**config.mk**
```make
export PLATFORM = sky130hd
export DESIGN_NAME = dmem_arbiter_flat
export DESIGN_NICKNAME = d
export VERILOG_FILES = /design/src/rtl/dmem_arb_pkg.sv /design/src/rtl/dmem_arbiter_if.sv /design/src/rtl/dmem_burst_ctr.sv /design/src/rtl/dmem_arbiter.sv /design/src/flat_wrapper.sv
export SDC_FILE = /design/constraint.sdc
export NUM_CORES = 1
export LEC_CHECK = 0
export ABC_AREA = 1
export BUFFER_PORTS_ARGS = -buffer_cell sky130_fd_sc_hd__buf_2
export CORE_AREA = 2 2 122 124
export CTS_CLUSTER_DIAMETER = 100
export DETAILED_ROUTE_END_ITERATION = 8
export DIE_AREA = 0 0 124 126
export PLACE_DENSITY = 0.74
export RECOVER_POWER = 25
export SKIP_LAST_GASP = 1
export SLEW_MARGIN = 10
export SYNTH_ARGS = -nofsm -noshare
export SYNTH_HDL_FRONTEND = slang
export SYNTH_SLANG_ARGS = --single-unit
export TNS_END_PERCENT = 5
```
**constraint.sdc**
```tcl
create_clock -name clock -period 2.71 [get_ports clock]
set_input_delay 0.271 -clock clock [delete_from_list [all_inputs] [get_ports clock]]
set_output_delay 0.271 -clock clock [all_outputs]
set_load 0.01 [all_outputs]
```
**src/rtl/dmem_arb_pkg.sv**
```systemverilog
// dmem_arb_pkg: shared definitions for the data-memory arbiter slice.
//   arb_state_e : burst FSM state encoding (IDLE / BURST / DONE)
//   WORD_BYTES  : address increment per burst beat
//   SIZE_WORD   : mem_size code used for every burst beat
package dmem_arb_pkg;

  typedef enum logic [1:0] {
    ST_IDLE  = 2'd0,
    ST_BURST = 2'd1,
    ST_DONE  = 2'd2
  } arb_state_e;

  localparam int unsigned WORD_BYTES = 4;
  localparam logic [1:0]  SIZE_WORD  = 2'b11;

endpackage

```
**src/rtl/dmem_arbiter_if.sv**
```systemverilog
// dmem_arbiter_if: bundle of the CPU port (a_*), the loader burst port (b_*)
// and the data_memory port (mem_*).
//   modport slave  : seen by dmem_arbiter
//   modport master : seen by the requesters and the memory model around it
// Parameter LEN_W sets the width of b_len.
interface dmem_arbiter_if #(parameter int LEN_W = 8);

  // CPU (MEM stage) port
  logic              a_req;
  logic              a_we;
  logic [31:0]       a_addr;
  logic [31:0]       a_wdata;
  logic [1:0]        a_size;
  logic              a_ack;
  logic              a_stall;
  logic [31:0]       a_rdata;
  logic              a_rvalid;

  // Boot/DMA loader burst port
  logic              b_start;
  logic              b_we;
  logic [31:0]       b_addr;
  logic [LEN_W-1:0]  b_len;
  logic [31:0]       b_wdata;
  logic              b_ack;
  logic [31:0]       b_rdata;
  logic              b_rvalid;
  logic              b_busy;
  logic              b_done;

  // data_memory port
  logic [31:0]       mem_addr;
  logic [31:0]       mem_wdata;
  logic [1:0]        mem_size;
  logic              mem_re;
  logic              mem_we;
  logic [31:0]       mem_rdata;

  modport slave (
    input  a_req, a_we, a_addr, a_wdata, a_size,
    output a_ack, a_stall, a_rdata, a_rvalid,
    input  b_start, b_we, b_addr, b_len, b_wdata,
    output b_ack, b_rdata, b_rvalid, b_busy, b_done,
    output mem_addr, mem_wdata, mem_size, mem_re, mem_we,
    input  mem_rdata
  );

  modport master (
    output a_req, a_we, a_addr, a_wdata, a_size,
    input  a_ack, a_stall, a_rdata, a_rvalid,
    output b_start, b_we, b_addr, b_len, b_wdata,
    input  b_ack, b_rdata, b_rvalid, b_busy, b_done,
    input  mem_addr, mem_wdata, mem_size, mem_re, mem_we,
    output mem_rdata
  );

endinterface

```
**src/rtl/dmem_burst_ctr.sv**
```systemverilog
// dmem_burst_ctr: address and beat bookkeeping for one loader burst.
//   clock, reset     : clock and synchronous active-low reset
//   load             : capture load_addr / load_len (burst start)
//   step             : one beat performed; advance address by a word, count down
//   cur_addr         : address of the next beat (wraps at 32 bits)
//   beats_left       : beats still to perform
//   last             : the next beat is the final one
module dmem_burst_ctr
  import dmem_arb_pkg::*;
#(
  parameter int LEN_W = 8
) (
  input  logic             clock,
  input  logic             reset,
  input  logic             load,
  input  logic [31:0]      load_addr,
  input  logic [LEN_W-1:0] load_len,
  input  logic             step,
  output logic [31:0]      cur_addr,
  output logic [LEN_W-1:0] beats_left,
  output logic             last
);

  logic [31:0]      addr_r;
  logic [LEN_W-1:0] left_r;

  // Address / remaining-beat registers.
  always_ff @(posedge clock) begin
    if (!reset) begin
      addr_r <= 32'd0;
      left_r <= {LEN_W{1'b0}};
    end else if (load) begin
      addr_r <= load_addr;
      left_r <= load_len;
    end else if (step) begin
      addr_r <= addr_r + 32'(WORD_BYTES);
      left_r <= left_r - {{(LEN_W-1){1'b0}}, 1'b1};
    end else begin
      addr_r <= addr_r;
      left_r <= left_r;
    end
  end

  assign cur_addr   = addr_r;
  assign beats_left = left_r;
  assign last       = (left_r == {{(LEN_W-1){1'b0}}, 1'b1});

endmodule

```
**src/rtl/dmem_arbiter.sv**
```systemverilog
// dmem_arbiter: shares the single data-memory port between the CPU MEM stage
// (port A, single words, strict priority) and the boot/DMA loader (port B,
// auto-incrementing word bursts). At most one access per cycle; read data is
// registered back to the winner one cycle after the grant.
//   clock, reset : clock and synchronous active-low reset
//   bus          : dmem_arbiter_if.slave (a_*, b_*, mem_* signals)
// Optional build macro DMEM_ARB_STARVE_GUARD_EN: after MAX_A_STREAK
// consecutive A grants during a burst, one beat is forced to B.
module dmem_arbiter
  import dmem_arb_pkg::*;
#(
  parameter int LEN_W        = 8,
  parameter int MAX_A_STREAK = 4
) (
  input  logic            clock,
  input  logic            reset,
  dmem_arbiter_if.slave   bus
);

  arb_state_e       state_r, state_n;
  logic             dir_r;
  logic             a_grant_s, b_grant_s, guard_force_s;
  logic             load_s, done_set_s, last_s;
  logic [31:0]      cur_addr_s;
  logic [LEN_W-1:0] beats_left_s;
  logic             b_done_r;
  logic [31:0]      a_rdata_r, b_rdata_r;
  logic             a_rvalid_r, b_rvalid_r;

  dmem_burst_ctr #(.LEN_W(LEN_W)) u_ctr (
    .clock      (clock),
    .reset      (reset),
    .load       (load_s),
    .load_addr  (bus.b_addr),
    .load_len   (bus.b_len),
    .step       (b_grant_s),
    .cur_addr   (cur_addr_s),
    .beats_left (beats_left_s),
    .last       (last_s)
  );

`ifdef DMEM_ARB_STARVE_GUARD_EN
  localparam int STREAK_W = $clog2(MAX_A_STREAK + 1);
  logic [STREAK_W-1:0] streak_r;

  // Consecutive A grants seen while a burst waits; saturates at the limit.
  always_ff @(posedge clock) begin
    if (!reset) begin
      streak_r <= {STREAK_W{1'b0}};
    end else if ((state_r != ST_BURST) || b_grant_s) begin
      streak_r <= {STREAK_W{1'b0}};
    end else if (a_grant_s && (streak_r != STREAK_W'(MAX_A_STREAK))) begin
      streak_r <= streak_r + {{(STREAK_W-1){1'b0}}, 1'b1};
    end else begin
      streak_r <= streak_r;
    end
  end

  assign guard_force_s = (state_r == ST_BURST) && (streak_r == STREAK_W'(MAX_A_STREAK));
`else
  assign guard_force_s = 1'b0;
`endif

  // Grant selection; nothing is issued while reset is held.
  always_comb begin
    a_grant_s = 1'b0;
    b_grant_s = 1'b0;
    if (!reset) begin
      a_grant_s = 1'b0;
    end else if (bus.a_req && !guard_force_s) begin
      a_grant_s = 1'b1;
    end else if (state_r == ST_BURST) begin
      b_grant_s = 1'b1;
    end else begin
      a_grant_s = 1'b0;
    end
  end

  // Memory port mux driven from the granted requester.
  always_comb begin
    bus.mem_addr  = 32'd0;
    bus.mem_wdata = 32'd0;
    bus.mem_size  = 2'b00;
    bus.mem_we    = 1'b0;
    bus.mem_re    = 1'b0;
    if (a_grant_s) begin
      bus.mem_addr  = bus.a_addr;
      bus.mem_wdata = bus.a_wdata;
      bus.mem_size  = bus.a_size;
      bus.mem_we    = bus.a_we;
      bus.mem_re    = ~bus.a_we;
    end else if (b_grant_s) begin
      bus.mem_addr  = cur_addr_s;
      bus.mem_wdata = bus.b_wdata;
      bus.mem_size  = SIZE_WORD;
      bus.mem_we    = dir_r;
      bus.mem_re    = ~dir_r;
    end else begin
      bus.mem_we    = 1'b0;
    end
  end

  // Burst FSM next state; a zero-length start only produces b_done.
  always_comb begin
    state_n    = state_r;
    load_s     = 1'b0;
    done_set_s = 1'b0;
    case (state_r)
      ST_IDLE: begin
        if (bus.b_start && (bus.b_len != {LEN_W{1'b0}})) begin
          state_n = ST_BURST;
          load_s  = 1'b1;
        end else begin
          state_n    = ST_IDLE;
          done_set_s = bus.b_start;
        end
      end
      ST_BURST: begin
        if (b_grant_s && last_s) begin
          state_n    = ST_DONE;
          done_set_s = 1'b1;
        end else begin
          state_n = ST_BURST;
        end
      end
      ST_DONE: state_n = ST_IDLE;
      default: state_n = ST_IDLE;
    endcase
  end

  // State, burst direction, done pulse and read-return registers.
  always_ff @(posedge clock) begin
    if (!reset) begin
      state_r    <= ST_IDLE;
      dir_r      <= 1'b0;
      b_done_r   <= 1'b0;
      a_rdata_r  <= 32'd0;
      a_rvalid_r <= 1'b0;
      b_rdata_r  <= 32'd0;
      b_rvalid_r <= 1'b0;
    end else begin
      state_r    <= state_n;
      dir_r      <= load_s ? bus.b_we : dir_r;
      b_done_r   <= done_set_s;
      a_rvalid_r <= a_grant_s & ~bus.a_we;
      a_rdata_r  <= (a_grant_s & ~bus.a_we) ? bus.mem_rdata : a_rdata_r;
      b_rvalid_r <= b_grant_s & ~dir_r;
      b_rdata_r  <= (b_grant_s & ~dir_r) ? bus.mem_rdata : b_rdata_r;
    end
  end

  assign bus.a_ack    = a_grant_s;
  assign bus.a_stall  = bus.a_req & ~a_grant_s;
  assign bus.a_rdata  = a_rdata_r;
  assign bus.a_rvalid = a_rvalid_r;
  assign bus.b_ack    = b_grant_s;
  assign bus.b_rdata  = b_rdata_r;
  assign bus.b_rvalid = b_rvalid_r;
  assign bus.b_busy   = (state_r == ST_BURST);
  assign bus.b_done   = b_done_r;

endmodule

```
**src/flat_wrapper.sv**
```systemverilog
// flat-port wrapper written by rule: the top's interface ports become plain ports
module dmem_arbiter_flat import dmem_arb_pkg::*;
#(
  parameter int LEN_W        = 8,
  parameter int MAX_A_STREAK = 4
)
  (clock, reset, bus_a_req, bus_a_we, bus_a_addr, bus_a_wdata, bus_a_size, bus_a_ack, bus_a_stall, bus_a_rdata, bus_a_rvalid, bus_b_start, bus_b_we, bus_b_addr, bus_b_len, bus_b_wdata, bus_b_ack, bus_b_rdata, bus_b_rvalid, bus_b_busy, bus_b_done, bus_mem_addr, bus_mem_wdata, bus_mem_size, bus_mem_re, bus_mem_we, bus_mem_rdata);
  dmem_arbiter_if #(.LEN_W(LEN_W)) bus_i ();
  input  logic clock;
  input  logic reset;
  input wire logic [$bits(bus_i.a_req)-1:0] bus_a_req;
  input wire logic [$bits(bus_i.a_we)-1:0] bus_a_we;
  input wire logic [$bits(bus_i.a_addr)-1:0] bus_a_addr;
  input wire logic [$bits(bus_i.a_wdata)-1:0] bus_a_wdata;
  input wire logic [$bits(bus_i.a_size)-1:0] bus_a_size;
  output wire logic [$bits(bus_i.a_ack)-1:0] bus_a_ack;
  output wire logic [$bits(bus_i.a_stall)-1:0] bus_a_stall;
  output wire logic [$bits(bus_i.a_rdata)-1:0] bus_a_rdata;
  output wire logic [$bits(bus_i.a_rvalid)-1:0] bus_a_rvalid;
  input wire logic [$bits(bus_i.b_start)-1:0] bus_b_start;
  input wire logic [$bits(bus_i.b_we)-1:0] bus_b_we;
  input wire logic [$bits(bus_i.b_addr)-1:0] bus_b_addr;
  input wire logic [$bits(bus_i.b_len)-1:0] bus_b_len;
  input wire logic [$bits(bus_i.b_wdata)-1:0] bus_b_wdata;
  output wire logic [$bits(bus_i.b_ack)-1:0] bus_b_ack;
  output wire logic [$bits(bus_i.b_rdata)-1:0] bus_b_rdata;
  output wire logic [$bits(bus_i.b_rvalid)-1:0] bus_b_rvalid;
  output wire logic [$bits(bus_i.b_busy)-1:0] bus_b_busy;
  output wire logic [$bits(bus_i.b_done)-1:0] bus_b_done;
  output wire logic [$bits(bus_i.mem_addr)-1:0] bus_mem_addr;
  output wire logic [$bits(bus_i.mem_wdata)-1:0] bus_mem_wdata;
  output wire logic [$bits(bus_i.mem_size)-1:0] bus_mem_size;
  output wire logic [$bits(bus_i.mem_re)-1:0] bus_mem_re;
  output wire logic [$bits(bus_i.mem_we)-1:0] bus_mem_we;
  input wire logic [$bits(bus_i.mem_rdata)-1:0] bus_mem_rdata;
  assign bus_i.a_req = bus_a_req;
  assign bus_i.a_we = bus_a_we;
  assign bus_i.a_addr = bus_a_addr;
  assign bus_i.a_wdata = bus_a_wdata;
  assign bus_i.a_size = bus_a_size;
  assign bus_a_ack = bus_i.a_ack;
  assign bus_a_stall = bus_i.a_stall;
  assign bus_a_rdata = bus_i.a_rdata;
  assign bus_a_rvalid = bus_i.a_rvalid;
  assign bus_i.b_start = bus_b_start;
  assign bus_i.b_we = bus_b_we;
  assign bus_i.b_addr = bus_b_addr;
  assign bus_i.b_len = bus_b_len;
  assign bus_i.b_wdata = bus_b_wdata;
  assign bus_b_ack = bus_i.b_ack;
  assign bus_b_rdata = bus_i.b_rdata;
  assign bus_b_rvalid = bus_i.b_rvalid;
  assign bus_b_busy = bus_i.b_busy;
  assign bus_b_done = bus_i.b_done;
  assign bus_mem_addr = bus_i.mem_addr;
  assign bus_mem_wdata = bus_i.mem_wdata;
  assign bus_mem_size = bus_i.mem_size;
  assign bus_mem_re = bus_i.mem_re;
  assign bus_mem_we = bus_i.mem_we;
  assign bus_i.mem_rdata = bus_mem_rdata;
  dmem_arbiter #(.LEN_W(LEN_W), .MAX_A_STREAK(MAX_A_STREAK)) u_core (.clock(clock), .reset(reset), .bus(bus_i));
endmodule
```
[Yosys cells after proc, flatten, opt, wreduce, memory -nomap -nowiden]
Index checks and enable logic that the tools add are counted.
Word-level totals
  register bits: 110
  input bits: 176
Operators by class
  add/sub/neg operators: 2
  equal/unequal tests: 2
  multiplexer cells: 27
  bitwise logic cells: 6
  reductions and logical operators: 5
Operators with widths (number)
  32-bit 2-to-1 mux: 6
  32-bit by 3-bit adder with 32-bit output, second input constant: 1
  8-bit 2-to-1 mux: 2
  1-bit 2-to-1 mux: 14
  8-bit by 1-bit == test with 1-bit output, second input constant: 1
  8-bit nonzero test: 1
  8-bit by 1-bit subtractor with 8-bit output, second input constant: 1
  2-bit 2-to-1 mux: 3
  2-bit one-hot mux with 2 select lines: 1
  1-bit bitwise AND: 3
  1-bit inverter: 3
  2-bit by 1-bit == test with 1-bit output, second input constant: 1
  1-bit logical AND: 2
  2-bit zero test: 1
  1-bit one-hot mux with 2 select lines: 1
  2-bit nonzero test: 1

[Logic depth before layout (Yosys ltp)]
Gate-level depths: netlist of the first run.
  word-level depth: 7
  depth in mapped cells: 11
  depth with buffers taken out: 11

[By module]
From an unflattened synthesis of the first run, not the netlist that was laid out.
Unflattened totals
  cells, all modules: 880
  area total of the unflattened synthesis: 5965.7 um^2
By module, submodules not included
  dmem_arbiter: instances 1, cells each 478, area an instance 3392.0 um^2, seq. area each 1401.3 um^2
  dmem_burst_ctr: instances 1, cells each 402, area an instance 2573.7 um^2, seq. area each 800.8 um^2

[Least setup slack after synthesis of the first run]
OpenSTA, ideal clock, no wires.
  path kind: flip-flop to output port
  start point: reg u_core.state_r[0]
  end point: out bus_mem_re
  arrival time: 1217 ps
  slack: 1222 ps
  cell stages (with the launch flop): 8
  cell sequence: dfxtp_1 inv_1 nor2_2 nand2_2 nor2_4 inv_2 buf_2 o21ai_0
On the way
  longest elaborated chain between the ends: 6
RTL lines
  start: declaration: RTL line dmem_arbiter.sv:20  | arb_state_e state_r, state_n;
  start signal: assignment: RTL line dmem_arbiter.sv:142  | state_r <= state_n;
  2-bit by 1-bit == test with 1-bit output
  named net bus_b_busy: RTL line flat_wrapper.sv:28  | output wire logic [$bits(bus_i.b_busy)-1:0] bus_b_busy;
  1-bit 2-to-1 mux: RTL line dmem_arbiter.sv:72  | end else if (state_r == ST_BURST) begin
  1-bit 2-to-1 mux: RTL line dmem_arbiter.sv:70  | end else if (bus.a_req && !guard_force_s) begin
  1-bit 2-to-1 mux: RTL line dmem_arbiter.sv:68  | if (!reset) begin
  1-bit 2-to-1 mux: RTL line dmem_arbiter.sv:92  | end else if (b_grant_s) begin
  1-bit 2-to-1 mux: RTL line dmem_arbiter.sv:86  | if (a_grant_s) begin
  end: declaration: RTL line flat_wrapper.sv:33  | output wire logic [$bits(bus_i.mem_re)-1:0] bus_mem_re;
The timed path passes the listed nets, and every way through them passes these cells.

[Final worst setup path of the first run]
  start point: reg u_core.state_r[1]
  end point: out bus_mem_wdata[2]
On the way
  longest elaborated chain between the ends: 6
RTL lines
  2-bit by 1-bit == test with 1-bit output: RTL line dmem_arbiter.sv:72
  1-bit 2-to-1 mux: RTL line dmem_arbiter.sv:72
  1-bit 2-to-1 mux: RTL line dmem_arbiter.sv:70
  1-bit 2-to-1 mux: RTL line dmem_arbiter.sv:68
  32-bit 2-to-1 mux: RTL line dmem_arbiter.sv:92
  32-bit 2-to-1 mux: RTL line dmem_arbiter.sv:86
  end: declaration: RTL line flat_wrapper.sv:31  | output wire logic [$bits(bus_i.mem_wdata)-1:0] bus_mem_wdata;
No other way between the ends.

==> metrics.log, run 1 <==
INFO  metric worstRegToRegCells = 9
INFO  metric drt-initial-drc-count = 555
INFO  metric ir_drop = 0.000414 V
INFO  metric clock-sinks = 110
INFO  metric postSynthAreaPerCell = 6.60 um2
INFO  metric sum_of_negative_setup_slack = 0 ns
INFO  metric arrival_time_at_the_worst_endpoint = roughly 1.9 ns
INFO  metric timing.critical_path.slowest_stage_cell = dfxtp_1
INFO  metric synthesis.instances = 876
INFO  metric combPwrFrac = 18.2%
INFO  metric number_of_input_and_output_port_buffers_inserted = 314
INFO  metric synth.ff_latch_count = 110
INFO  metric cts_made_buffers = 9
INFO  metric detail_route.drc_violations = 0
INFO  metric post_dp_cell_area = 7500 um2
INFO  metric final_period_minus_worst_setup_slack = 2.17 ns
INFO  metric drive_above_1_share = 26.3%
INFO  metric die_area = 15,600 um2
INFO  metric slowest_delay = 0.34 ns
INFO  metric grt_antenna_before_repair = 3
INFO  metric cellLeakagePower = 0.00367 uW
INFO  metric rsz0062_at_grt = no
INFO  metric post-synth-top-area-cell = dfxtp_1
INFO  metric final_antenna_net_count = 0
INFO  metric global_route.overflow_total = 0
INFO  metric clock_tree.buffer_depth = 2
INFO  metric detailed_place_hpwl = 16,000 um
INFO  metric post_synth_instance_area = 5790 um2
INFO  metric coreArea = 14,300 um2
INFO  metric violations_in_the_final_reports = max-capacitance violations, max-slew violations
INFO  metric rows = 44
INFO  metric cellInternalPower = around 2800 uW
INFO  metric layout_area_growth_over_synthesis = 33.6%
INFO  metric timing.critical_path.buf_inv = 3
INFO  metric postCtsSetupBuffers = 0
INFO  metric top_library_cells_by_usage_in_the_layout_fill_and_taps_aside = 254 x buf_2, 225 x nand2_1, 113 x nor2_1, 112 x o21ai_0, 110 x dfxtp_1
INFO  metric setup_violations = 0
INFO  metric clock_slew_at_reported_path_ffs = 0.07 ns
INFO  metric critical_path_peak_fanout = 68
INFO  metric endpoint_kind = output pin
INFO  metric fin_worst_hold_slack = 0.124 ns
INFO  metric cts-hold-fix-buffers = 0
INFO  metric criticalPathCategory = reg -> out
INFO  metric netSwitchingPower = 1160 uW
INFO  metric drt_pass1_iterations = 7
INFO  metric postCtsResizedCells = 0
INFO  metric finish.instance_area = 7730 um2
INFO  metric die_height = 126 um
INFO  metric cell_count_final_fillers_out = 1,351
INFO  metric vias_in_the_first_global_route = 6,195
INFO  metric grt_max_degree = between 60 and 70
INFO  metric power.density = 507 nW/um2
INFO  metric vias_per_cell = ~5.1
INFO  metric hold_class = in -> reg
INFO  metric initial_core_util = 40.4%
INFO  metric finalNetCount = roughly 1,300
INFO  metric route.vias.total = a little under 7,000
INFO  metric drv_cap = 1
INFO  metric min_path_cells = 3
INFO  metric ys.warnings.count = 0
INFO  metric place.detailed.instances = 1,334
INFO  metric clock_insertion_delay_worst_skew = 0.36 ns
INFO  metric power_frac_seq = 45.6%
INFO  metric clkPwrFrac = 36.2%
INFO  metric tritoncts = yes
INFO  metric overall_global_routing_usage = 26.6%
INFO  metric critical_path_cell_sequence = inv_1 > nand2_1 > nor2_4 > buf_12 > a22o_1 > buf_2
INFO  metric slew_headroom = -0.743%
INFO  metric n_fill_cell = 1,469
INFO  metric cts-htree-levels = 3
INFO  metric worstPathRequired = 2.44 ns
INFO  metric finalHoldViolCount = 0
INFO  metric highest_clock_rate = 460 MHz
INFO  metric chipWidth = 124 um
INFO  metric synthTopCellsByArea = dfxtp_1 38%, nand2_1 15%, o21ai_0 9.7%
INFO  metric drt-total-wl = 21,000 um
INFO  metric ys_seq_area_share = 38.1%
INFO  metric wire_length_of_the_first_global_routing_pass = 32,200 um
INFO  metric cts_root_buffer = clkbuf_16
INFO  metric syn_nets = 1,055
INFO  metric setup_clock_skew_after_layout = 0.00804 ns
INFO  metric power_switching_share = 29.5%
INFO  metric gp_congestion = roughly 0.94
INFO  metric critical_path_depth = 6
INFO  metric post-route-period-util = between 80% and 90%
INFO  metric mostFrequentLayoutCell = buf_2
INFO  metric synth_largest_type_area_fraction = 38.1%
INFO  metric finalMaxSlewViolations = 25
INFO  metric wl_per_cell = 15.6 um
INFO  metric tightest_slew = 1.51 ns
INFO  metric run_status = finished with violations
INFO  metric worstSetupStartpointType = flip-flop
INFO  metric io_pins = 315
INFO  metric synth.distinct_cells = 34
INFO  metric path_delay_family = buffers and inverters
[layer usage]
layer | GRT usage, % | vias up | wire [um] | share of wire, %
li1 | - | 3429 | - | -
met1 | 36.2 | 3102 | 9020 | 43
met2 | 39.9 | 303 | 9440 | 45
met3 | 7.70 | 42 | 1980 | 9.4
met4 | 9.65 | 2 | 569 | 2.7
met5 | 0 | - | 13 | 0.062
[Yosys cell counts, drive strengths merged]
cell / count
nor3: 5
ha: 3
nor2: 126
clkbuf: 22
a21oi: 21
dfxtp: 110
o21bai: 1
nand2: 229
xnor2: 2
or2: 1
nand3: 62
or3b: 1
a32o: 1
and2: 2
nand3b: 1
o211ai: 3
buf: 29
o21ai: 124
inv: 76
xor2: 8
nand4: 4
a31oi: 7
a22o: 38
[metrics by stage]
step | worst slack [ns] | power [uW] | util [%]
6_report | 0.535 | 3920 | 54.0
5_1_grt | 0.414 | 4110 | 54.0
4_1_cts | 0.516 | 3950 | 54.6
3_5_place_dp | 0.824 | 2550 | 52.4
3_3_place_gp | 0.835 | 2540 | 52.4
2_1_floorplan | 1.22 | 2200 | -
[power by group through the flow]
stage / sequential (uW) / clock, uW / combinational [uW]
after floorplan: 1830 / 0 / 370
after global placement: 1820 / 0 / 716
after detailed placement: 1820 / 0 / 724
after CTS: 1790 / 1440 / 727
after global routing: 1800 / 1510 / 801
final: 1790 / 1420 / 713
[sequential cells by signal, indices dropped and copies added (netlist names)]
signal / count
u_core.bus.a_rvalid: 1
u_core.u_ctr.beats_left: 8
u_core.bus.a_rdata: 32
u_core.state_r: 2
u_core.bus.b_rvalid: 1
u_core.bus.b_rdata: 32
u_core.u_ctr.cur_addr: 32
u_core.bus.b_done: 1
u_core.dir_r: 1
[tightest hold or removal path, delay by kind of cell]
| kind | cells | cell delay (ns) |
|---|---|---|
| AO/OA/AOI/OAI | 1 | 0.05 |
| buffers and inverters | 1 | 0.09 |
| AND/OR/NAND/NOR | 1 | 0.04 |
[cell families after synthesis]
group | Yosys count | synth area share (%)
AND/OR/NAND/NOR | 431 | 31.1
adder cells (fa/ha/maj) | 3 | 0.649
flip-flops | 110 | 38.1
AO/OA/AOI/OAI | 195 | 19.8
XOR/XNOR | 10 | 1.51
buffers and inverters | 127 | 8.85
[final timing paths]
check                                                        start                                endpoint  slack [ns]
worst min-delay path                              bus_mem_rdata[8]      u_core.bus.a_rdata[8]$_SDFFE_PN0P_        0.12
worst min register to register  u_core.bus.a_rdata[8]$_SDFFE_PN0P_      u_core.bus.a_rdata[8]$_SDFFE_PN0P_        0.48
worst max register to register        u_core.state_r[1]$_SDFF_PN0_  u_core.u_ctr.cur_addr[20]$_SDFFE_PN0P_        0.93
worst max-delay path                  u_core.state_r[1]$_SDFF_PN0_                        bus_mem_wdata[2]        0.54
[area by class of cell]
class	count	area [um2]	area share [%]
multi-input combinational	639	3080	39.8
sequential	110	2200	28.5
timing repair buffer	325	1620	20.9
inverter	76	285	3.69
clock buffer	10	239	3.09
tap	184	230	2.98
clock inverter	6	76.3	0.987
antenna	1	2.50	0.0324
Note: power is estimated with default switching activity, not from simulation.
==> run 2: changes to the inputs <==
Settings changed: ABC_AREA 1 to 0, CORE_AREA 2 2 122 124 to 2 2 121 123, DIE_AREA 0 0 124 126 to 0 0 123 125, PLACE_DENSITY 0.74 to 0.72.
Clock period 2.71 ns to 2.25 ns, I/O delays scaled along.
==> metrics.log, run 2 <==
INFO  metric number_of_enable_flip_flop_cells_after_synthesis = 0 (unchanged)
INFO  metric drt_pass1_iterations = 5 (-2)
INFO  metric drt-initial-drc-count = 546 (-1.6%)
INFO  metric finalHoldViolCount = 0 (unchanged)
INFO  metric tightest_slew = 1.12 ns (-0.384 ns)
INFO  metric regArea = 2200 um2 (unchanged)
INFO  metric syn_nets = 862 (-18%)
INFO  metric die_area = 15,400 um2 (-1.6%)
INFO  metric vias_in_the_first_global_route = 5,369 (-13%)
INFO  metric criticalPathCategory = reg -> out
INFO  metric endpoint_kind = output pin
INFO  metric synth_top_flop_cell = dfxtp_1
INFO  metric final_antenna_net_count = 0 (unchanged)
INFO  metric drv_cap = 0 (-1)
INFO  metric cts-hold-fix-buffers = 0 (unchanged)
INFO  metric rows = 44 (unchanged)
INFO  metric initial_core_util = 37.8% (-2.6 points)
INFO  metric synth_common_cells = 158 x nand2_1, 110 x dfxtp_1, 69 x a21oi_1
INFO  metric cts-htree-levels = 3 (unchanged)
INFO  metric highest_clock_rate = 470 MHz
INFO  metric post-synth-top-area-cell = dfxtp_1
INFO  metric postCtsSetupBuffers = 0 (unchanged)
INFO  metric post-route-period-util = 94.5%
INFO  metric post_synth_instance_area = 5380 um2 (-7.1%)
INFO  metric clock_tree.buffer_depth = 2 (unchanged)
INFO  metric worstPathRequired = 2.03 ns (-0.41 ns)
INFO  metric overall_global_routing_usage = 22.6% (-4.0 points)
INFO  metric worstRegToRegCells = 6 (-3)
INFO  metric rsz0062_at_grt = no
INFO  metric route.vias.total = 6,151 (-11%)
INFO  metric cellLeakagePower = 0.00346 uW (-5.9%)
INFO  metric worstReg2RegEnd = u_core.u_ctr.cur_addr[22]$_SDFFE_PN0P_
INFO  metric wl_per_cell = 16.1 um (+3.2%)
INFO  metric postSynthAreaPerCell = 7.87 um2 (+19%)
INFO  metric gp_congestion = 0.857 (-8.5%)
INFO  metric place.detailed.instances = 1,146 (-14%)
INFO  metric setup_violations = 0 (unchanged)
INFO  metric number_of_input_and_output_port_buffers_inserted = 314 (unchanged)
INFO  metric cts_made_buffers = 9 (unchanged)
INFO  metric grt_max_degree = 69 (unchanged)
INFO  metric clock_slew_at_reported_path_ffs = 0.07 ns (about the same)
INFO  metric ir_drop = 0.000644 V (+56%)
INFO  metric critical_path_peak_fanout = 31 (-54%)
INFO  metric insertedDiodeCount = 0 (-1)
INFO  metric finalNetCount = 1,153 (-14%)
INFO  metric final_period_minus_worst_setup_slack = 2.13 ns
INFO  metric vias_per_cell = 5.29 (+3.9%)
INFO  metric global_route.overflow_total = 0 (unchanged)
INFO  metric grt_antenna_before_repair = 1 (-2)
INFO  metric ff2ff_setup_slack = 0.26 ns (-0.67 ns)
INFO  metric slew_headroom = 25.2% (+26 points)
INFO  metric clock_insertion_delay_worst_skew = 0.36 ns (about the same)
INFO  metric layout_area_growth_over_synthesis = 38.4%
INFO  metric ys_seq_area_share = 41.0% (+2.9 points)
INFO  metric synthArstFlopShare = 0% (unchanged)
INFO  metric synth.ff_latch_count = 110 (unchanged)
INFO  metric cts_root_buffer = clkbuf_16
INFO  metric io_pins = 315 (unchanged)
INFO  metric drive_above_1_share = 34.7% (+8.4 points)
INFO  metric ys.warnings.count = 0 (unchanged)
INFO  metric wire_length_of_the_first_global_routing_pass = 27,600 um (-14%)
INFO  metric synthesis.instances = 683 (-22%)
INFO  metric cell_count_final_fillers_out = 1,163 (-14%)
INFO  metric top_library_cells_by_usage_in_the_layout_fill_and_taps_aside = 284 x buf_2, 158 x nand2_1, 110 x dfxtp_1, 69 x a21oi_1, 60 x a22o_1
INFO  metric detail_route.drc_violations = 0 (unchanged)
INFO  metric chipWidth = 123 um (-0.81%)
INFO  metric hp_start = bus_mem_rdata[7]
INFO  metric postCtsResizedCells = 0 (unchanged)
INFO  metric hold_end = u_core.bus.a_rdata[7]$_SDFFE_PN0P_
INFO  metric hold_class = in -> reg
INFO  metric worst_r2r_startpoint = u_core.u_ctr.cur_addr[2]$_SDFFE_PN0P_
INFO  metric area_of_the_multi_input_gates = 2900 um2 (-5.8%)
INFO  metric run_status = complete, no violations
INFO  metric worstSetupStartpointType = flip-flop
INFO  metric power.density = 627 nW/um2 (+24%)
INFO  metric n_fill_cell = 1,425 (-3.0%)
INFO  metric coreArea = 14,200 um2 (-0.77%)
INFO  metric setup_clock_skew_after_layout = 0.00655 ns (-0.00149 ns)
INFO  metric synth_largest_type_area_fraction = 41.0% (+2.9 points)
INFO  metric drt-total-wl = 18,700 um (-11%)
INFO  metric detailed_place_hpwl = 13,400 um (-16%)
INFO  metric synth.distinct_cells = 56 (+65%)
INFO  metric clock-sinks = 110 (unchanged)
INFO  metric post-synth-top-count-cell = nand2_1
INFO  metric tritoncts = yes
INFO  metric synthTopCellsByArea = dfxtp_1 41%, nand2_1 11%, a22o_1 9.8%
INFO  metric arrival_time_at_the_worst_endpoint = 1.90 ns (about the same)
INFO  metric mostFrequentLayoutCell = buf_2
INFO  metric sum_of_negative_setup_slack = 0 ns (unchanged)
INFO  metric die_height = 125 um (-0.79%)
INFO  metric finalMaxSlewViolations = 0 (-100%)
INFO  metric min_path_cells = 3 (unchanged)
## run 2: cell count changes in the layout (fill, tap and decap cells not counted), sizes merged, moves of 9 or more
cell    change
nor2       -97
nand2      -71
o21ai      -70
inv        -68
a21oi      +48
nand3      -45
buf        +39
clkbuf     -28
a22o       +23
and3        +9
## run 2: how the worst max path moves through the flow
stage	to	slack, ns	from
after global placement	u_core.u_ctr.cur_addr[28]$_SDFFE_PN0P_	0.37	u_core.u_ctr.cur_addr[2]$_SDFFE_PN0P_
after CTS	bus_mem_addr[20]	0.06	u_core.state_r[1]$_SDFF_PN0_
final	bus_mem_addr[20]	0.12	u_core.state_r[1]$_SDFF_PN0_
after global routing	bus_mem_addr[15]	0.05	u_core.state_r[1]$_SDFF_PN0_
after detailed placement	u_core.u_ctr.cur_addr[22]$_SDFFE_PN0P_	0.30	u_core.u_ctr.cur_addr[2]$_SDFFE_PN0P_
after floorplan	u_core.u_ctr.cur_addr[30]$_SDFFE_PN0P_	0.48	u_core.u_ctr.cur_addr[2]$_SDFFE_PN0P_
## run 2: cells by family after synthesis
family                   synth area share (%)
AND/OR/NAND/NOR                          23.0
multiplexers                            0.559
buffers and inverters                    5.31
adder cells (fa/ha/maj)                 0.698
AO/OA/AOI/OAI                            27.1
flip-flops                               41.0
XOR/XNOR                                 2.28
## run 2: critical path: stages, from the launching register on
cell and delay (ns):
dfxtp_1 0.36, nand4bb_2 0.26, inv_2 0.17, buf_12 0.21
buf_4 0.22, a22o_1 0.18, buf_2 0.13
## run 2: final cells by class
cell class | instances | share of cell area, %
tap | 184 | 3.09
clock inverter | 6 | 1.26
multi-input combinational | 508 | 39.0
sequential | 110 | 29.6
inverter | 9 | 0.454
clock buffer | 10 | 3.08
timing repair buffer | 336 | 23.5
## run 2: routing by layer
layer / vias up / global-route usage, % / part of all wire [%]
met1: 2842 / 30.7 / 45
met3: 16 / 7.34 / 8.8
met4: 2 / 5.21 / 0.95
met2: 268 / 35.1 / 46
li1: 3023 / - / -
met5: - / 0 / 0.070
## run 2: report_power, final
part           leakage (uW)  switching [uW]  internal, uW
Sequential         0.000900            93.3          2050
Combinational       0.00240             429           354
Clock              0.000159             751           989
Total               0.00346            1270          3390
## run 2: through the flow
step / hold WS [ns] / instance area (um2) / setup WS [ns] / util (%) / total power, uW
final: 0.0698 / 7440 / 0.124 / 52.4 / 4670
after global routing: 0.0782 / 7440 / 0.0503 / 52.4 / 4870
after CTS: 0.0594 / 7470 / 0.0564 / 52.6 / 4710
after detailed placement: 0.443 / 7150 / 0.304 / 50.3 / 2970
after global placement: 0.436 / 7150 / 0.367 / 50.3 / 2960
after floorplan: 0.334 / 5380 / 0.480 / - / 2570
==> run 3: changes to the inputs <==
Settings changed: GPL_TIMING_DRIVEN set to 0.
==> metrics.log, run 3 (same netlist as run 2, synthesis figures left out) <==
INFO  metric global_route.overflow_total = 0 (unchanged)
INFO  metric clock_insertion_delay_worst_skew = 0.36 ns (about the same)
INFO  metric grt_max_degree = 19 (-72%)
INFO  metric worstRegToRegCells = 7 (+1)
INFO  metric mostFrequentLayoutCell = buf_2
INFO  metric netSwitchingPower = 1310 uW (+2.9%)
INFO  metric fin_worst_hold_slack = 0.0840 ns (+0.0142 ns)
INFO  metric power_frac_seq = 46.5% (+0.6 points)
INFO  metric cellInternalPower = 3310 uW (-2.5%)
INFO  metric cts-htree-levels = 3 (unchanged)
INFO  metric setup.worst_path.start = u_core.state_r[1]$_SDFF_PN0_
INFO  metric rsz0062_at_grt = yes
INFO  metric overall_global_routing_usage = 26.2% (+3.6 points)
INFO  metric io_pins = 315 (unchanged)
INFO  metric detail_route.drc_violations = 0 (unchanged)
INFO  metric ir_drop = 0.000614 V (-4.7%)
INFO  metric timing.critical_path.slowest_stage_cell = dfxtp_2
INFO  metric clock_tree.buffer_depth = 2 (unchanged)
INFO  metric path_common_cell = buf_4
INFO  metric wl_per_cell = 17.6 um (+9.8%)
INFO  metric slowest_delay = 0.34 ns (-0.02 ns)
INFO  metric cts_root_buffer = clkbuf_16
INFO  metric global_route.usage.met1 = 33.8% (+3.1 points)
INFO  metric route.vias.total = 6,462 (+5.1%)
INFO  metric slew_headroom = 52.2% (+27 points)
INFO  metric final_period_minus_worst_setup_slack = 2.23 ns (+0.101 ns)
INFO  metric setup_clock_skew_after_layout = 0.00648 ns (-0.0000731 ns)
INFO  metric drive_above_1_share = 30.9% (-3.8 points)
INFO  metric die_height = 125 um (unchanged)
INFO  metric worstPathRequired = 2.03 ns (about the same)
INFO  metric path_delay_family = buffers and inverters
INFO  metric gp_congestion = 0.903 (+5.3%)
INFO  metric insertedDiodeCount = 0 (unchanged)
INFO  metric drt-total-wl = 21,100 um (+13%)
INFO  metric critical_path_depth = 8 (+2)
INFO  metric die_area = 15,400 um2 (unchanged)
INFO  metric highest_clock_rate = 449 MHz (-4.5%)
INFO  metric top_library_cells_by_usage_in_the_layout_fill_and_taps_aside = 265 x buf_2, 158 x nand2_1, 109 x dfxtp_1, 89 x clkbuf_1, 69 x a21oi_1
INFO  metric endpoint = bus_mem_wdata[9]
INFO  metric finalNetCount = 1,184 (+2.7%)
INFO  metric fin_total_pwr = 4620 uW (-1.0%)
INFO  metric arrival_time_at_the_worst_endpoint = 2.00 ns (+0.10 ns)
INFO  metric power_switching_share = 28.4% (+1.1 points)
INFO  metric hold_class = in -> reg
INFO  metric number_of_input_and_output_port_buffers_inserted = 313 (-0.32%)
INFO  metric drt_pass1_iterations = 5 (unchanged)
INFO  metric coreArea = 14,200 um2 (unchanged)
INFO  metric drv_cap = 0 (unchanged)
INFO  metric critical_path_peak_fanout = 10 (-68%)
INFO  metric final_antenna_net_count = 0 (unchanged)
INFO  metric grt_use_met2 = 42.6% (+7.6 points)
INFO  metric top_usage_layer = met2
INFO  metric clkPwrFrac = 36.1% (-1.2 points)
INFO  metric criticalPathCategory = reg -> out
INFO  metric sum_of_negative_setup_slack = 0 ns (unchanged)
INFO  metric tritoncts = yes
INFO  metric timing.critical_path.buf_inv = 6 (+2)
INFO  metric critical_path_cell_sequence = nand4bb_1 > buf_4 > inv_4 > buf_6 > buf_8 > buf_4 > a22o_1 > buf_2
INFO  metric initial_core_util = 37.8% (unchanged)
INFO  metric vias_per_cell = 5.41 (+2.3%)
INFO  metric rows = 44 (unchanged)
INFO  metric drt-initial-drc-count = 569 (+4.2%)
INFO  metric tightest_slew = 0.717 ns (-0.404 ns)
INFO  metric power.density = 620 nW/um2 (-1.1%)
INFO  metric finalMaxSlewViolations = 0 (unchanged)
INFO  metric worst_r2r_startpoint = u_core.u_ctr.cur_addr[2]$_SDFFE_PN0P_
INFO  metric ff2ff_setup_slack = 0.13 ns (-0.13 ns)
INFO  metric post-route-period-util = 98.9% (+4.5 points)
INFO  metric finalHoldViolCount = 0 (unchanged)
INFO  metric wire_length_of_the_first_global_routing_pass = 31,500 um (+14%)
INFO  metric clock-sinks = 110 (unchanged)
INFO  metric endpoint_kind = output pin
INFO  metric grt_antenna_before_repair = 1 (unchanged)
INFO  metric worstReg2RegEnd = u_core.u_ctr.cur_addr[26]$_SDFFE_PN0P_
INFO  metric layout_area_growth_over_synthesis = 38.5% (about the same)
INFO  metric setup_violations = 0 (unchanged)
INFO  metric cts_made_buffers = 9 (unchanged)
INFO  metric vias_in_the_first_global_route = 5,944 (+11%)
INFO  metric combPwrFrac = 17.4% (+0.6 points)
INFO  metric run_status = complete, no violations
INFO  metric detailed_place_hpwl = 16,200 um (+20%)
INFO  metric clock_slew_at_reported_path_ffs = 0.07 ns (about the same)
INFO  metric worstSetupStartpointType = flip-flop
INFO  metric cellLeakagePower = 0.00335 uW (-2.9%)
INFO  metric chipWidth = 123 um (unchanged)
INFO  metric use_met3 = 8.07% (+0.73 points)
-- run 3: cell count changes in the layout (fill, tap and decap cells not counted), sizes merged --
cell and change:
buf -27, bufinv -1, clkbuf +59, clkinv -1, inv +1
-- run 3: worst min path at each step --
| stage | startpoint | endpoint | depth (start not counted) |
|---|---|---|---|
| global placement | bus_mem_rdata[6] | u_core.bus.a_rdata[6]$_SDFFE_PN0P_ | 3 |
| CTS | bus_mem_rdata[6] | u_core.bus.a_rdata[6]$_SDFFE_PN0P_ | 3 |
| finish | bus_mem_rdata[18] | u_core.bus.a_rdata[18]$_SDFFE_PN0P_ | 3 |
| floorplan | bus_mem_rdata[0] | u_core.bus.a_rdata[0]$_SDFFE_PN0P_ | 2 |
| detailed placement | u_core.bus.b_rdata[27]$_SDFFE_PN0P_ | u_core.bus.b_rdata[27]$_SDFFE_PN0P_ | 2 |
| global route | bus_mem_rdata[31] | u_core.bus.a_rdata[31]$_SDFFE_PN0P_ | 3 |
-- run 3: repair_timing --
item                                   4_1_cts  5_1_grt
endpoints found under the hold margin        0        0
setup endpoints to repair                   67       69
resized for setup                           13        5
hold buffers                                 0        0
setup buffers                                0        0
-- run 3: through the flow --
stage / area (um2) / util (%) / std cells / setup slack (ns)
floorplan: 5380 / - / 683 / 0.480
global placement: 7170 / 50.5 / 1180 / 0.0118
detailed placement: 7170 / 50.5 / 1180 / -0.0649
CTS: 7510 / 52.9 / 1195 / -0.0735
global route: 7450 / 52.4 / 1194 / -0.0824
finish: 7450 / 52.4 / 1194 / 0.0238
-- run 3: final cells by class --
cell class | instances | area [um2]
buffer | 54 | 287
clock buffer | 11 | 243
clock inverter | 5 | 63.8
fill | 1479 | 6760
inverter | 9 | 36.3
multi-input combinational | 508 | 2890
sequential | 110 | 2200
tap | 184 | 230
timing repair buffer | 313 | 1500
-- run 3: layer usage --
metal  vias to the layer above  share of wire (%)
met5                         -              0.062
met3                        41                9.5
met1                      3011                 42
li1                       3080                  -
met4                         2                2.1
met2                       328                 47
-- run 3: worst reg2reg max path, stage by stage, from the launching register on --
cell and delay [ns]:
dfxtp_1 0.44, ha_1 0.23, and4_1 0.28, and3_1 0.32
clkbuf_2 0.30, a31oi_1 0.12, o21ai_0 0.19, a31oi_1 0.10
-- run 3: power by group through the flow --
stage | logic (uW) | registers (uW) | clock network, uW
6_report | 802 | 2150 | 1670
5_1_grt | 873 | 2160 | 1760
4_1_cts | 809 | 2140 | 1700
3_5_place_dp | 799 | 2190 | 0
3_3_place_gp | 794 | 2190 | 0
2_1_floorplan | 384 | 2190 | 0
